## config.mk

```make
export PLATFORM = sky130hd
export DESIGN_NAME = seg7_multidigit_counter
export DESIGN_NICKNAME = d
export VERILOG_FILES = /design/src/rtl/seg7_pkg.sv /design/src/rtl/seg7_decoder.sv /design/src/rtl/seg7_multidigit_counter.sv
export SDC_FILE = /design/constraint.sdc
export NUM_CORES = 1
export LEC_CHECK = 0
export BUFFER_PORTS_ARGS = -buffer_cell sky130_fd_sc_hd__buf_2
export CAP_MARGIN = 40
export CORE_MARGIN = 5
export CORE_UTILIZATION = 60
export DETAILED_ROUTE_END_ITERATION = 10
export GPL_TIMING_DRIVEN = 0
export PLACE_DENSITY = 0.89
export SLEW_MARGIN = 20
export SYNTH_ARGS = -nofsm -noshare
export SYNTH_HDL_FRONTEND = slang
export SYNTH_SLANG_ARGS = --single-unit
export TNS_END_PERCENT = 5
```

## constraint.sdc

```tcl
create_clock -name clk -period 2.3 [get_ports clk]
set_input_delay 0.46 -clock clk [delete_from_list [all_inputs] [get_ports clk]]
set_output_delay 0.46 -clock clk [all_outputs]
set_load 0.03 [all_outputs]
```

## src/rtl/seg7_pkg.sv

```systemverilog
// Shared types and constants for the multi-digit seven-segment counter:
// BCD digit type, segment encoding table ({g,f,e,d,c,b,a}, active-high) and blank pattern.
package seg7_pkg;

  typedef logic [3:0] bcd_digit_t;

  localparam logic [6:0] SEG_BLANK = 7'h00;

  localparam logic [6:0] SEG_TABLE [10] = '{
    7'h3F, 7'h06, 7'h5B, 7'h4F, 7'h66,
    7'h6D, 7'h7D, 7'h07, 7'h7F, 7'h6F
  };

endpackage

```

## src/rtl/seg7_decoder.sv

```systemverilog
// Combinational BCD digit to seven-segment decode with a blank override.
module seg7_decoder
  import seg7_pkg::*;
(
  input  bcd_digit_t  digit,
  input  logic        blank,
  output logic [6:0]  segments
);

  // Codes above 9 cannot occur in the counter; they decode to blank for safety.
  always_comb begin
    segments = SEG_BLANK;
    if (!blank && digit <= 4'd9) segments = SEG_TABLE[digit];
  end

endmodule

```

## src/rtl/seg7_multidigit_counter.sv

```systemverilog
// DIGITS-wide BCD up/down counter on a prescaled tick, driving a time-multiplexed
// seven-segment display. Optional leading-zero blanking: SEG7_LEADING_ZERO_BLANK_EN.
module seg7_multidigit_counter
  import seg7_pkg::*;
#(
  parameter int MAX_COUNT = 10_000_000,
  parameter int DIGITS    = 4,
  parameter int SCAN_DIV  = 1000
) (
  input  logic                  clk,
  input  logic                  rst,
  input  logic                  up_down,
  input  logic                  pause,
  input  logic                  clear,
  output logic [DIGITS-1:0]     digit_sel,
  output logic [6:0]            segments,
  output logic                  tick,
  output logic [4*DIGITS-1:0]   value_bcd
);

  localparam int PW = $clog2(MAX_COUNT);
  localparam int SW = (SCAN_DIV > 1) ? $clog2(SCAN_DIV) : 1;
  localparam int IW = (DIGITS > 1) ? $clog2(DIGITS) : 1;
  localparam int VW = 4 * DIGITS;

  logic [PW-1:0]     pres_q, pres_d;
  logic [VW-1:0]     value_q, value_d, bcd_step;
  logic              tick_q, tick_d;
  logic [SW-1:0]     scan_q, scan_d;
  logic [IW-1:0]     idx_q, idx_d;
  logic [DIGITS-1:0] digit_sel_q, digit_sel_d;
  logic [6:0]        segments_q, segments_d;
  logic              pres_wrap, scan_wrap, carry, blank;
  bcd_digit_t        cur_digit;

  assign pres_wrap = (pres_q == PW'(MAX_COUNT - 1));
  assign scan_wrap = (scan_q == SW'(SCAN_DIV - 1));

  // Ripple BCD step: carry (up) or borrow (down) moves up while digits wrap.
  always_comb begin
    bcd_step = value_q;
    carry    = 1'b1;
    for (int i = 0; i < DIGITS; i++) begin
      if (carry) begin
        if (up_down) begin
          if (value_q[i*4 +: 4] == 4'd9) bcd_step[i*4 +: 4] = 4'd0;
          else begin
            bcd_step[i*4 +: 4] = value_q[i*4 +: 4] + 4'd1;
            carry = 1'b0;
          end
        end else begin
          if (value_q[i*4 +: 4] == 4'd0) bcd_step[i*4 +: 4] = 4'd9;
          else begin
            bcd_step[i*4 +: 4] = value_q[i*4 +: 4] - 4'd1;
            carry = 1'b0;
          end
        end
      end
    end
  end

  // Clear beats pause and tick; pause freezes prescaler and count only.
  always_comb begin
    pres_d  = pres_q + PW'(1);
    value_d = value_q;
    tick_d  = 1'b0;
    if (clear) begin
      pres_d  = '0;
      value_d = '0;
    end else if (pause) begin
      pres_d  = pres_q;
    end else if (pres_wrap) begin
      pres_d  = '0;
      value_d = bcd_step;
      tick_d  = 1'b1;
    end
  end

  always_comb begin
    scan_d = scan_wrap ? '0 : scan_q + SW'(1);
    idx_d  = idx_q;
    if (scan_wrap) idx_d = (idx_q == IW'(DIGITS - 1)) ? '0 : idx_q + IW'(1);
  end

  always_comb begin
    cur_digit   = '0;
    blank       = 1'b0;
    digit_sel_d = '0;
    for (int i = 0; i < DIGITS; i++) begin
      digit_sel_d[i] = (idx_q == IW'(i));
      if (idx_q == IW'(i)) cur_digit = value_q[i*4 +: 4];
    end
`ifdef SEG7_LEADING_ZERO_BLANK_EN
    // Blank when the selected digit and everything above it are zero; digit 0 always shows.
    blank = (idx_q != '0);
    for (int i = 0; i < DIGITS; i++) begin
      if (IW'(i) >= idx_q && value_q[i*4 +: 4] != 4'd0) blank = 1'b0;
    end
`endif
  end

  seg7_decoder u_decoder (
    .digit    (cur_digit),
    .blank    (blank),
    .segments (segments_d)
  );

  always_ff @(posedge clk or posedge rst) begin
    if (rst) begin
      pres_q      <= '0;
      value_q     <= '0;
      tick_q      <= 1'b0;
      scan_q      <= '0;
      idx_q       <= '0;
      digit_sel_q <= DIGITS'(1);
      segments_q  <= SEG_TABLE[0];
    end else begin
      pres_q      <= pres_d;
      value_q     <= value_d;
      tick_q      <= tick_d;
      scan_q      <= scan_d;
      idx_q       <= idx_d;
      digit_sel_q <= digit_sel_d;
      segments_q  <= segments_d;
    end
  end

  assign digit_sel = digit_sel_q;
  assign segments  = segments_q;
  assign tick      = tick_q;
  assign value_bcd = value_q;

endmodule

```

; Word level (Yosys, flattened, before mapping)
; Memory sizes are Yosys's and may differ from the RTL's.
; Cells that the tools add are included.
[totals]
regBits = 64
mem_bits_ro = 112
n_memories = 1
[mem_list]
columns = name, depth, width, rd, rd_ports_with_merged_regs, wr, line
row1 = (name not given), 16, 7, 1, 0, 0, seg7_decoder.sv:13  ; if (!blank && digit <= 4'd9) segments = SEG_TABLE[digit];
[op_classes]
addsub = 11
magnitude_cmp = 2
n_eq_ne = 10
mux = 44
n_bitwise = 1
reduce_logical = 13
[op_table]
columns = operator, count
row1 = 4-bit two-way mux, 19
row2 = 24-bit two-way mux, 3
row3 = 16-bit two-way mux, 3
row4 = 24-bit by 1-bit adder with 24-bit output (second input constant), 1
row5 = 24-bit equality test (second input constant), 1
row6 = 7-bit two-way mux, 3
row7 = 4-bit by 1-bit adder with 4-bit output (second input constant), 4
row8 = 4-bit equality test (second input constant), 4
row9 = 4-bit logical NOT, 4
row10 = 4-bit by 1-bit subtractor with 4-bit output (second input constant), 4
row11 = 1-bit two-way mux, 14
row12 = 10-bit by 1-bit adder with 10-bit output (second input constant), 1
row13 = 10-bit equality test (second input constant), 1
row14 = 10-bit two-way mux, 1
row15 = 3-bit AND reduction, 3
row16 = 2-bit nonzero test, 4
row17 = 5-bit >= comparator (second input constant), 1
row18 = 4-bit NOT with 5-bit output, 1
row19 = 2-bit equality test (second input constant), 2
row20 = 4-bit <= comparator (second input constant), 1
row21 = 2-bit by 1-bit adder with 2-bit output (second input constant), 1
row22 = 2-bit by 1-bit equality test with 1-bit output (second input constant), 1
row23 = 2-bit logical NOT, 1
row24 = 2-bit two-way mux, 1
row25 = other kinds (2), 2

; Depth between registers and ports, before layout
[depth]
word_depth = 10
ltp_mapped = 12

; By module
; A second synthesis with hierarchy kept.
[unflattened]
cells_unflattened = 459
hier_area_um2 = 4140.2
[by_module_without_submodules]
columns = mod, instances, cells_per_inst, area_per_inst_um2, seq_area_each_um2
row1 = seg7_multidigit_counter, 1, 428, 3910.0, 1610.3
row2 = seg7_decoder, 1, 31, 230.2, 0.0

; Worst setup path after synthesis
; Ideal clock, no wire load.
[synth_path]
path_type = reg2reg
start = reg idx_q[0]
end = reg segments_q[3] (netlist: segments[3])
setup_time_ns = 0.079
arrival_time_ns = 2.049
slack_ns = 0.172
stages_incl_launch_ff = 12
cell_sequence = dfrtp_1 > inv_1 > ha_1 > clkbuf_1 > a21oi_1 > o21ai_0 > a22oi_1 > inv_1 > ha_1 > nor3_1 > a31oi_1 > nor2b_1
[synth_via]
elab_cells_between_ends = 14
[synth_rtl]
columns = element, line
row1 = from (decl), seg7_multidigit_counter.sv:30  ; logic [IW-1:0] idx_q, idx_d;
row2 = from (signal assigned), seg7_multidigit_counter.sv:122  ; idx_q <= idx_d;
row3 = 2-bit equality test *, --
row4 = named net digit_sel_d[2], seg7_multidigit_counter.sv:31  ; logic [DIGITS-1:0] digit_sel_q, digit_sel_d;
row5 = 4-bit two-way mux * (2 in a row), seg7_multidigit_counter.sv:91  ; if (idx_q == IW'(i)) cur_digit = value_q[i*4 +: 4];
row6 = 4-bit NOT with 5-bit output (not written as such), seg7_decoder.sv:13
row7 = memory 16 x 7 bit, --
row8 = 7-bit two-way mux (not written as such) (2 in a row), seg7_decoder.sv:13
row9 = 7-bit two-way mux *, seg7_decoder.sv:13
row10 = named net segments_d[3], seg7_multidigit_counter.sv:32  ; logic [6:0] segments_q, segments_d;
row11 = to (signal assigned), seg7_multidigit_counter.sv:116  ; segments_q <= SEG_TABLE[0];
row12 = to (signal assigned), seg7_multidigit_counter.sv:124  ; segments_q <= segments_d;
row13 = to (decl), seg7_multidigit_counter.sv:32
; Mark *: on every way through the listed nets, which the timed path passes. The rest lies on a longest branch. The select of a mux whose other input is x is not followed.
; A chain may end at the register's enable or synchronous reset.

; Final worst setup path
[layout_path]
start = reg pres_q[16]
end = reg value_q[7] (netlist: value_bcd[7])
[layout_via]
elab_chain_len = 3
[layout_rtl]
columns = element, line
row1 = from (decl), seg7_multidigit_counter.sv:26  ; logic [PW-1:0] pres_q, pres_d;
row2 = from (signal assigned), seg7_multidigit_counter.sv:118  ; pres_q <= pres_d;
row3 = 24-bit equality test, seg7_multidigit_counter.sv:36  ; assign pres_wrap = (pres_q == PW'(MAX_COUNT - 1));
row4 = 2-bit nonzero test (no source line), --
row5 = 3-bit AND reduction (no source line), --
row6 = to (signal assigned), seg7_multidigit_counter.sv:119  ; value_q <= value_d;
row7 = to (decl), seg7_multidigit_counter.sv:27  ; logic [VW-1:0] value_q, value_d, bcd_step;
; No other way between the ends.

==> summary.md <==
| Metric | Value |
|---|---|
| Status | completed |
| Number of flops mapped to enable cells by yosys | 0 |
| First-pass GRT wire length | 15.0 mm |
| Die Y | 90.7 um |
| Clk sinks | 64 |
| Critical Path AT | 2.53 ns |
| Nets | 508 |
| Post-synthesis instance total | 444 |
| Critical path's slowest cell | nor3_2 |
| Max incr delay on CP | 0.49 ns |
| Hold WS | 0.0248 ns |
| Die boundary width | 90.7 um |
| Final worst path period need | 2.28 ns |
| Root Buffer | clkbuf_8 |
| Met2 wire length | 4.45 mm |
| PD cells | 501 nW/um2 |
| Buffers on Ports | 31 |
| Placer's final routability congestion estimate | 0.942 |
| Hold Path Class | input port to async pin |
| Slew at the pin closest to its max-slew limit | 0.676 ns |
| Die area | 8230 um2 |
| Syn nets | 463 |
| Net Sw Frac | 0.254 |
| Post-DR vias/cell | 6.27 |
| DP HPWL | 6.33 mm |
| DR pass1 iterations | 5 |
| RSZ-0062 raised after global routing | true |
| # DRC | 0 |
| Fin crit share | 0.991 |
| Fin. max-slew vios | 0 |
| Cell-internal power | 1670 uW |
| Fillers | 443 |
| Initial DRC count | 306 |
| Yosys warnings | 0 |
| Clk pin slew, worst setup/hold paths | 0.08 ns |
| Worst R2R Start | pres_q[16] |
| DRT antenna net count | 0 |
| Fmax | 439 MHz |
| Syn avg cell area | 8.81 um2 |
| Worst skew pair latency | 0.36 ns |
| # rows | 29 |
| Setup violators final | 0 |
| Setup_tns | 0 ns |
| Area leader, netlist | dfrtp_1 |
| Commonest non-fill, non-tap cell in the layout | dfrtp_1 |
| Overflow after GRT | 0 |
| CP startpoint | pres_q[16] |
| DR WL/cell | 15.9 um |
| Seq pwr share | 0.512 |
| NetSw | 567 uW |
| Initial antenna violation count | 0 |
| Met3 WL post-DR | 633 um |
| Clock network fraction of total power | 0.434 |
| Layout cells sized above 1 | 0.200 |
| # diodes | 0 |
| Slew margin rel. | 0.549 |
| Crit path buf inv count | 0 |
| Area contributors post-synth | dfrtp_1 (36%), o21ai_0 (5.2%), dfstp_2 (4.7%) |
| Top layer in use | met4 |
| Worst setup path class | register to register |
| TritonCTS clock tree | done |
| Largest net degree at the start of global routing | 51 |
| Max_cap viols | 0 |
| Crit path required time | 2.55 ns |
| Clock Path Buffers | 2 |
| Maximum vdd drop | 0.000423 V |
| Most frequent cells in the layout | dfrtp_1 (57), nor2_1 (39), o21ai_0 (39) |
| Crit-path cells | nor4b_2 > nand3_2 > nor3_2 > nand3_1 > a22o_1 > o221a_2 |
| Depth of the CTS H-tree | 3 |
| Logic pwr share | 0.054 |
| Hold_buf cts | 0 |
| Via count of the first global-routing pass | 3287 |
| Synthesized area | 3910 um2 |
| Final Routed Wirelength | 9.07 mm |
| Critical path launch point type | register |
| # IOs | 33 |
| Critical Path Fanout Max | 10 |
| Worst Skew | 0.0123 ns |
| FF+latch count, synth | 64 |
| Multi-input gate area | 2170 um2 |
| Crit end category | register |
| Seq/Total Area, Yosys | 0.412 |
| Final core occ | 0.702 |
| Core ar. | 6350 um2 |
| Metal-1 WL | 3.75 mm |
| Total track usage | 0.221 |
| Sequential cell area | 1610 um2 |
| Vias | 3582 |
| Initial core utilization | 0.616 |
| Leak | 0.00189 uW |
| Ys flop type | dfrtp_1 |
| Asr flop ratio synth | 1.00 |
| Final Hold Vio Count | 0 |
| Post-synth cell types | 64 |
| Crit path max-delay family | simple AND/OR/NAND/NOR gates |
| Area grow syn2layout | 14.1% |
| CTS Buf Count | 9 |
| Synth top area share | 0.365 |
[per-stage QoR]
stage / setup slack (ns) / power, uW / instances / cell area [um2]
5_1_grt: -0.0753 / 2320 / 571 / 4460
4_1_cts: -0.00590 / 2240 / 569 / 4400
6_report: 0.0213 / 2240 / 571 / 4460
2_1_floorplan: 0.172 / 1240 / 444 / 3910
3_3_place_gp: -0.461 / 1270 / 552 / 4160
3_5_place_dp: -0.157 / 1280 / 553 / 4190
[sequential cells by signal (all words and copies together), names as in the netlist]
| register | count |
|---|---|
| digit_sel | 4 |
| idx_q | 2 |
| pres_q | 24 |
| scan_q | 10 |
| segments | 7 |
| tick | 1 |
| value_bcd | 16 |
[synthesized netlist by cell type, types with 5 or more instances]
| cell type | instances |
|---|---|
| inv_1 | 21 |
| a22o_1 | 6 |
| nor2b_1 | 7 |
| a22oi_1 | 6 |
| nand4_1 | 10 |
| nand2_1 | 38 |
| a31oi_1 | 11 |
| ha_1 | 14 |
| dfrtp_1 | 57 |
| xnor2_1 | 11 |
| nor2_1 | 41 |
| xor2_1 | 10 |
| clkbuf_1 | 17 |
| a21oi_1 | 32 |
| nand3_1 | 20 |
| nor3_1 | 14 |
| and3_1 | 5 |
| dfstp_2 | 7 |
| buf_2 | 6 |
| o21ai_0 | 41 |
[metal layers]
metal,vias to the layer above,track usage
li1,1688,-
met1,1703,0.270
met2,158,0.377
met3,33,0.0583
met4,0,0.0769
met5,-,0
[logic make-up (layout without fill, tap and decap cells)]
| kind of cell | Yosys count | in the layout | synth area share |
|---|---|---|---|
| AND/OR/NAND/NOR | 169 | 169 | 0.237 |
| AO/OA/AOI/OAI | 129 | 129 | 0.210 |
| flip-flops | 64 | 64 | 0.412 |
| buffers and inverters | 46 | 96 | 0.0461 |
| XOR/XNOR | 21 | 21 | 0.0470 |
| adder cells (fa/ha/maj) | 14 | 14 | 0.0448 |
| multiplexers | 1 | 1 | 0.00256 |
[worst paths after layout]
path	endpoint	slack [ns]	cells past startpoint
setup / recovery	value_bcd[7]	0.02	6
hold / removal	pres_q[21]	0.02	2
setup reg to reg	value_bcd[7]	0.02	6
hold reg to reg	scan_q[0]	0.46	1
max in group asynchronous	segments[5]	1.73	3
min in group clk	pres_q[0]	0.46	3
[final cells by class]
cell class                      instances  share of cell area
Buffer                                 24              0.0224
Inverter                               21              0.0182
Clock buffer                            9              0.0278
Tap cell                               77              0.0216
Sequential cell                        64               0.361
Timing Repair Buffer                   35              0.0460
Clock inverter                          7              0.0160
Multi-Input combinational cell        334               0.487
[worst register-to-register path: cells and delay by family, from the launching register on]
kind | cells | cell delay, ns
compound gates | 2 | 0.48
simple gates | 4 | 1.25
flops | 1 | 0.45
[repair_timing]
action,4_1_cts,5_1_grt
gates resized for setup,4,13
setup buffers,0,3
setup endpoints to repair,9,27
pin swaps,0,6
endpoints found under the hold margin,0,0
[power by group through the flow]
stage	logic, uW	registers [uW]	clock network, uW
after global routing	135	1150	1040
after floorplan	82.3	1160	0
final	121	1150	970
after detailed placement	117	1160	0
after global placement	108	1160	0
after CTS	119	1140	977
Note: power is estimated with default switching activity, not from simulation.
